<file path="src/rtl/booth_mem_engine.sv">
// Avalon-MM master: batch signed 32x32->64 Booth multiply over operand pairs in on-chip RAM.
// Latency: 37 cycles per pair (2 rd, 1 capture, 32 Booth steps, 2 wr); done 1 cycle after the last write.
// Backpressure: none; the RAM port is fixed-latency with no waitrequest, and start is ignored while busy.
module booth_mem_engine #(
  parameter int DATA_W = 32,
  parameter int ADDR_W = 14,
  parameter int DEPTH  = 10240
) (
  input  logic              clk,
  input  logic              reset_n,
  input  logic              start,
  input  logic              abort,
  input  logic [ADDR_W-1:0] src_addr,
  input  logic [ADDR_W-1:0] dst_addr,
  input  logic [ADDR_W-1:0] count,
  output logic              busy,
  output logic              done,
  output logic              err,
  output logic [ADDR_W-1:0] ram_address,
  output logic              ram_chipselect,
  output logic              ram_write,
  output logic [3:0]        ram_byteenable,
  output logic [DATA_W-1:0] ram_writedata,
  input  logic [DATA_W-1:0] ram_readdata
);

  typedef enum logic [2:0] {
    S_IDLE, S_RD_A, S_RD_B, S_CAP_B, S_MUL, S_WR_LO, S_WR_HI, S_DONE
  } state_t;

  localparam logic [ADDR_W+1:0] DEPTH_L = (ADDR_W+2)'(DEPTH);

  state_t            state;
  logic [65:0]       p;
  logic [65:0]       p_step;
  logic [32:0]       upper_sum;
  logic [31:0]       a;
  logic [4:0]        it;
  logic [ADDR_W-1:0] sp;
  logic [ADDR_W-1:0] dp;
  logic [ADDR_W-1:0] remaining;
  logic [ADDR_W+1:0] src_end;
  logic [ADDR_W+1:0] dst_end;

  assign ram_byteenable = 4'hF;

  assign src_end = {2'b00, src_addr} + {1'b0, count, 1'b0};
  assign dst_end = {2'b00, dst_addr} + {1'b0, count, 1'b0};

  // One radix-2 Booth step: 33-bit upper part absorbs +/-A without overflow, then ASR by 1.
  always_comb begin
    upper_sum = p[65:33];
    if (p[1:0] == 2'b01) begin
      upper_sum = p[65:33] + {a[31], a};
    end else if (p[1:0] == 2'b10) begin
      upper_sum = p[65:33] - {a[31], a};
    end
    p_step = {upper_sum[32], upper_sum, p[32:1]};
  end

  always_ff @(posedge clk or negedge reset_n) begin
    if (!reset_n) begin
      state          <= S_IDLE;
      busy           <= 1'b0;
      done           <= 1'b0;
      err            <= 1'b0;
      ram_address    <= '0;
      ram_chipselect <= 1'b0;
      ram_write      <= 1'b0;
      ram_writedata  <= '0;
      p              <= '0;
      a              <= '0;
      it             <= '0;
      sp             <= '0;
      dp             <= '0;
      remaining      <= '0;
    end else begin
      done           <= 1'b0;
      ram_chipselect <= 1'b0;
      ram_write      <= 1'b0;
      if (abort && state != S_IDLE) begin
        state <= S_IDLE;
        busy  <= 1'b0;
      end else begin
        case (state)
          S_IDLE: begin
            if (start && !abort) begin
              sp        <= src_addr;
              dp        <= dst_addr;
              remaining <= count;
              err       <= 1'b0;
              if (count == '0) begin
                state <= S_DONE;
                done  <= 1'b1;
              end else if (src_end > DEPTH_L || dst_end > DEPTH_L) begin
                err   <= 1'b1;
                state <= S_DONE;
                done  <= 1'b1;
              end else begin
                state          <= S_RD_A;
                busy           <= 1'b1;
                ram_chipselect <= 1'b1;
                ram_address    <= src_addr;
              end
            end
          end
          S_RD_A: begin
            state          <= S_RD_B;
            ram_chipselect <= 1'b1;
            ram_address    <= sp + ADDR_W'(1);
          end
          S_RD_B: begin
            a     <= ram_readdata[31:0];
            state <= S_CAP_B;
          end
          S_CAP_B: begin
            p     <= {33'b0, ram_readdata[31:0], 1'b0};
            it    <= '0;
            state <= S_MUL;
          end
          S_MUL: begin
            p  <= p_step;
            it <= it + 5'd1;
            if (it == 5'd31) begin
              state          <= S_WR_LO;
              ram_chipselect <= 1'b1;
              ram_write      <= 1'b1;
              ram_address    <= dp;
              ram_writedata  <= DATA_W'(p_step[32:1]);
            end
          end
          S_WR_LO: begin
            state          <= S_WR_HI;
            ram_chipselect <= 1'b1;
            ram_write      <= 1'b1;
            ram_address    <= dp + ADDR_W'(1);
            ram_writedata  <= DATA_W'(p[64:33]);
          end
          S_WR_HI: begin
            remaining <= remaining - ADDR_W'(1);
            if (remaining == ADDR_W'(1)) begin
              state <= S_DONE;
              busy  <= 1'b0;
              done  <= 1'b1;
            end else begin
              sp             <= sp + ADDR_W'(2);
              dp             <= dp + ADDR_W'(2);
              state          <= S_RD_A;
              ram_chipselect <= 1'b1;
              ram_address    <= sp + ADDR_W'(2);
            end
          end
          S_DONE: begin
            state <= S_IDLE;
          end
          default: begin
            state <= S_IDLE;
            busy  <= 1'b0;
          end
        endcase
      end
    end
  end

endmodule

</file>
<file path="config.mk">
export PLATFORM = sky130hd
export DESIGN_NAME = booth_mem_engine
export DESIGN_NICKNAME = d
export VERILOG_FILES = /design/src/rtl/booth_mem_engine.sv
export SDC_FILE = /design/constraint.sdc
export NUM_CORES = 1
export LEC_CHECK = 0
export BUFFER_PORTS_ARGS = -buffer_cell sky130_fd_sc_hd__buf_2
export CAP_MARGIN = 0
export CORE_MARGIN = 4
export CORE_UTILIZATION = 45
export CTS_CLUSTER_DIAMETER = 150
export DETAILED_ROUTE_END_ITERATION = 7
export PLACE_DENSITY = 0.65
export SLEW_MARGIN = 0
export SYNTH_ARGS = -nofsm -noshare
export SYNTH_HDL_FRONTEND = slang
export SYNTH_SLANG_ARGS = --single-unit
</file>
<file path="constraint.sdc">
create_clock -name clk -period 3.15 [get_ports clk]
set_input_delay 0.315 -clock clk [delete_from_list [all_inputs] [get_ports clk]]
set_output_delay 0.315 -clock clk [all_outputs]
set_load 0.005 [all_outputs]
</file>
==> impl_metrics.json <==
{
  "outcome": "complete, no violations",
  "fin_crit_sh_pct": 97.1,
  "crit_family": "compound AO/OA/AOI/OAI gates",
  "cp.required_ns": 3.56,
  "drt-total-wl_um": 52600,
  "hold_viol": 0,
  "place.gp.congestion": 0.969,
  "path_cells": "inv_1 -> ha_1 -> a21o_1 -> or3_1 -> o311ai_1 -> a21oi_4 -> buf_4 -> buf_4 -> a21oi_1 -> xnor2_1 -> nor2_1 -> a211oi_1 -> a21o_1",
  "critPathArrivalTime_ns": 3.47,
  "met1_length_um": 24300,
  "timing.final.max_slew_violations": 0,
  "antenna_found_initial": 3,
  "p_leak_nw": 8.34,
  "cts_tree": "built",
  "holdCritPathClass": "primary input to flop",
  "num-fill-cells": 3196,
  "ys_ff_latch": 198,
  "worst-path-max-fanout": 3,
  "vdd_drop_max_mv": 0.559,
  "power_mw": 19.8,
  "grt_max_degree": 75,
  "antenna_left": 0,
  "grt_pass1_wl_um": 84700,
  "root_buffer": "clkbuf_16",
  "fmax_mhz": 327,
  "cts_buffers": 17,
  "crit_buf_inv": 3,
  "max_cap_viol_count": 0,
  "highest_layer": "met5",
  "clk_latency_ns": 0.48,
  "synthCells": 1973,
  "power.share.clock_pct": 12.3,
  "met2_length_um": 23000,
  "die_area_um2": 37500,
  "relSlewSlack_pct": 41.1,
  "tightest_slew_ns": 0.882,
  "wl_met3_um": 4010,
  "synth.most_common_cell": "nand2_1",
  "syn_area_per_cell_um2": 7.86,
  "critical_path_class": "flop to flop",
  "first_pass_iters": 6,
  "fp.dieW_um": 194,
  "p_switching_mw": 9.45,
  "power_frac_comb_pct": 63.2,
  "drt_iter0_drc": 1611,
  "dr_total_vias": 15900,
  "slowest_delay_ns": 0.43,
  "drc": 0,
  "cp-start-kind": "flop",
  "grt_usage_pct": 27.5,
  "final.min_clock_period_ns": 3.06,
  "htreeDepth": 4,
  "clockBufferDepth": 2,
  "ys_top_cells_by_area": "dfrtp_1 32%, ha_1 7.8%, nand2_1 7.4%, o21ai_0 5.4%, a21oi_1 4.8%",
  "final_util_pct": 55.2,
  "ios": 133,
  "synth_edf_count": 0,
  "cp_slowest_cell": "o311ai_1",
  "vias_per_cell": 6.00,
  "rows": 67,
  "synth_common_cells": "304 x nand2_1, 198 x dfrtp_1, 170 x nor2_1, 166 x o21ai_0, 150 x a21oi_1",
  "ys_warn_count": 0,
  "p_int_mw": 10.3,
  "nets": 2369,
  "setup_viol_count_final": 0,
  "hpwl_um": 39200,
  "netSwitchingFraction_pct": 47.8,
  "initial_utilization_pct": 45.9,
  "dp_cells": 2615,
  "powerDensity_nw_per_um2": 1060,
  "clock_skew_ns": 0.0188,
  "wire_per_inst_um": 19.8,
  "portBuffers": 128,
  "yosysUniqueCellTypes": 93,
  "die_h_um": 194,
  "grt_pass1_vias": 15700,
  "netlist_area_um2": 15500,
  "endpoint_kind": "flop",
  "floorplan.core_area_um2": 33800,
  "synthFlopType": "dfrtp_1",
  "grt-ovfl-total": 0,
  "async_flop_share_pct": 100,
  "p_seq_share_pct": 24.5,
  "synthToLayoutAreaGrowth_pct": 20.2,
  "synth_top_area_share_pct": 31.9,
  "cts.sinks": 198,
  "yosys.area.top_type": "dfrtp_1",
  "stdcell_count": 2653,
  "drive_gt1_share_pct": 20.1,
  "cts.clk_slew.worst_paths_ns": 0.09,
  "ys_seq_area_share_pct": 31.9
}
## routing by layer
| layer | vias to the layer above | track usage, % |
|---|---|---|
| met3 | 90 | 5.44 |
| met2 | 619 | 42.3 |
| met5 | - | 0 |
| li1 | 7538 | - |
| met4 | 2 | 8.13 |
| met1 | 7667 | 39.4 |
## cell usage in the layout, fill, tap and decap left out, types with 10 or more instances in the layout
cell       count
o21ai_0      162
o21ai_1       10
a22oi_1       43
nor4_1        14
buf_4        190
o21a_1        16
nor2b_1       15
o22ai_1       25
nand3_1       54
or3_1         12
a211oi_1      13
nor3_1        46
mux2i_1       26
a21o_1        22
dfrtp_1      198
a31oi_1       46
and3_1        10
xnor2_1       53
nand2_1      304
nor2_1       167
nand2b_1      17
o221ai_1      16
buf_2        127
a21oi_1      146
mux2_2        11
clkbuf_16     17
ha_1          93
nand4_1       19
inv_1         75
xor2_1        28
## registers in the layout, summed over array words and instances, names as in the netlist
register,flops
p,65
a,32
ram_writedata,32
dp,14
ram_address,14
remaining,14
sp,14
it,5
state,3
busy,1
done,1
err,1
ram_chipselect,1
ram_write,1
## worst register-to-register path: stages (launching register included)
cell	delay (ns)
dfrtp_1	0.37
inv_1	0.06
ha_1	0.32
a21o_1	0.17
or3_1	0.34
o311ai_1	0.43
a21oi_4	0.10
buf_4	0.17
buf_4	0.13
a21oi_1	0.20
xnor2_1	0.14
nor2_1	0.06
a211oi_1	0.38
a21o_1	0.13
## power groups by stage
stage | clock network, mW | registers [mW] | logic, mW
CTS | 2.47 | 4.83 | 12.0
detailed placement | 0 | 4.87 | 11.8
finish | 2.44 | 4.85 | 12.5
global route | 2.57 | 5.02 | 13.7
global placement | 0 | 4.83 | 11.6
floorplan | 0 | 4.53 | 7.89
## path summary, 6_finish.rpt
| path | from | to | slack, ns | cells past startpoint |
|---|---|---|---|---|
| max | a[14]$_DFFE_PN0P_ | p[51]$_DFFE_PN0P_ | 0.09 | 13 |
| min | ram_readdata[7] | a[7]$_DFFE_PN0P_ | 0.06 | 3 |
| max reg2reg | a[14]$_DFFE_PN0P_ | p[51]$_DFFE_PN0P_ | 0.09 | 13 |
| min reg2reg | ram_address[2]$_DFFE_PN0P_ | ram_address[2]$_DFFE_PN0P_ | 0.51 | 1 |
| max in group asynchronous | reset_n | err$_DFFE_PN0P_ | 1.92 | 3 |
| min in group asynchronous | reset_n | ram_writedata[10]$_DFFE_PN0P_ | 0.45 | 2 |
## area by class of cell
class	count	area [um2]	share of cell area, %
Antenna cell	2	5.00	0.0268
Inverter	78	293	1.57
Tap cell	448	561	3.01
Clock buffer	17	425	2.28
Timing Repair Buffer	326	2230	11.9
Multi-Input combinational cell	1569	9980	53.5
Sequential cell	198	4950	26.6
Clock inverter	15	204	1.09
## logic make-up (layout without fill, tap and decap cells)
| logic type | Yosys count | in the layout | share of synthesized area (%) |
|---|---|---|---|
| flops | 198 | 198 | 31.9 |
| xor+xnor | 81 | 81 | 4.57 |
| mux | 45 | 45 | 3.25 |
| other cells | 1 | 6 | 0.0242 |
| compound gates | 625 | 625 | 25.8 |
| simple gates | 713 | 713 | 20.7 |
| fa+ha+maj | 101 | 101 | 8.34 |
| buf+inv | 209 | 436 | 5.45 |
## repair_timing
| action | in CTS | in global routing |
|---|---|---|
| hold buffers | 1 | 0 |
| gates resized for setup | 9 | 37 |
| endpoints found under the setup margin | 8 | 15 |
| endpoints found under the hold margin | 70 | 0 |
| buffers inserted | 0 | 3 |
| pin swaps | 1 | 15 |
## stage by stage
| stage | hold slack, ns | instance area [um2] | worst slack, ns | setup TNS, ns |
|---|---|---|---|---|
| global placement | 0.395 | 17800 | -0.307 | -4.05 |
| CTS | 0.0498 | 18500 | 0.0101 | 0 |
| finish | 0.0571 | 18600 | 0.0919 | 0 |
| detailed placement | 0.400 | 17800 | -0.346 | -4.66 |
| floorplan | 0.0194 | 15500 | 0.00512 | 0 |
| global route | 0.0723 | 18600 | -0.000121 | -0.000121 |
Power figures use the tool's default switching activity.
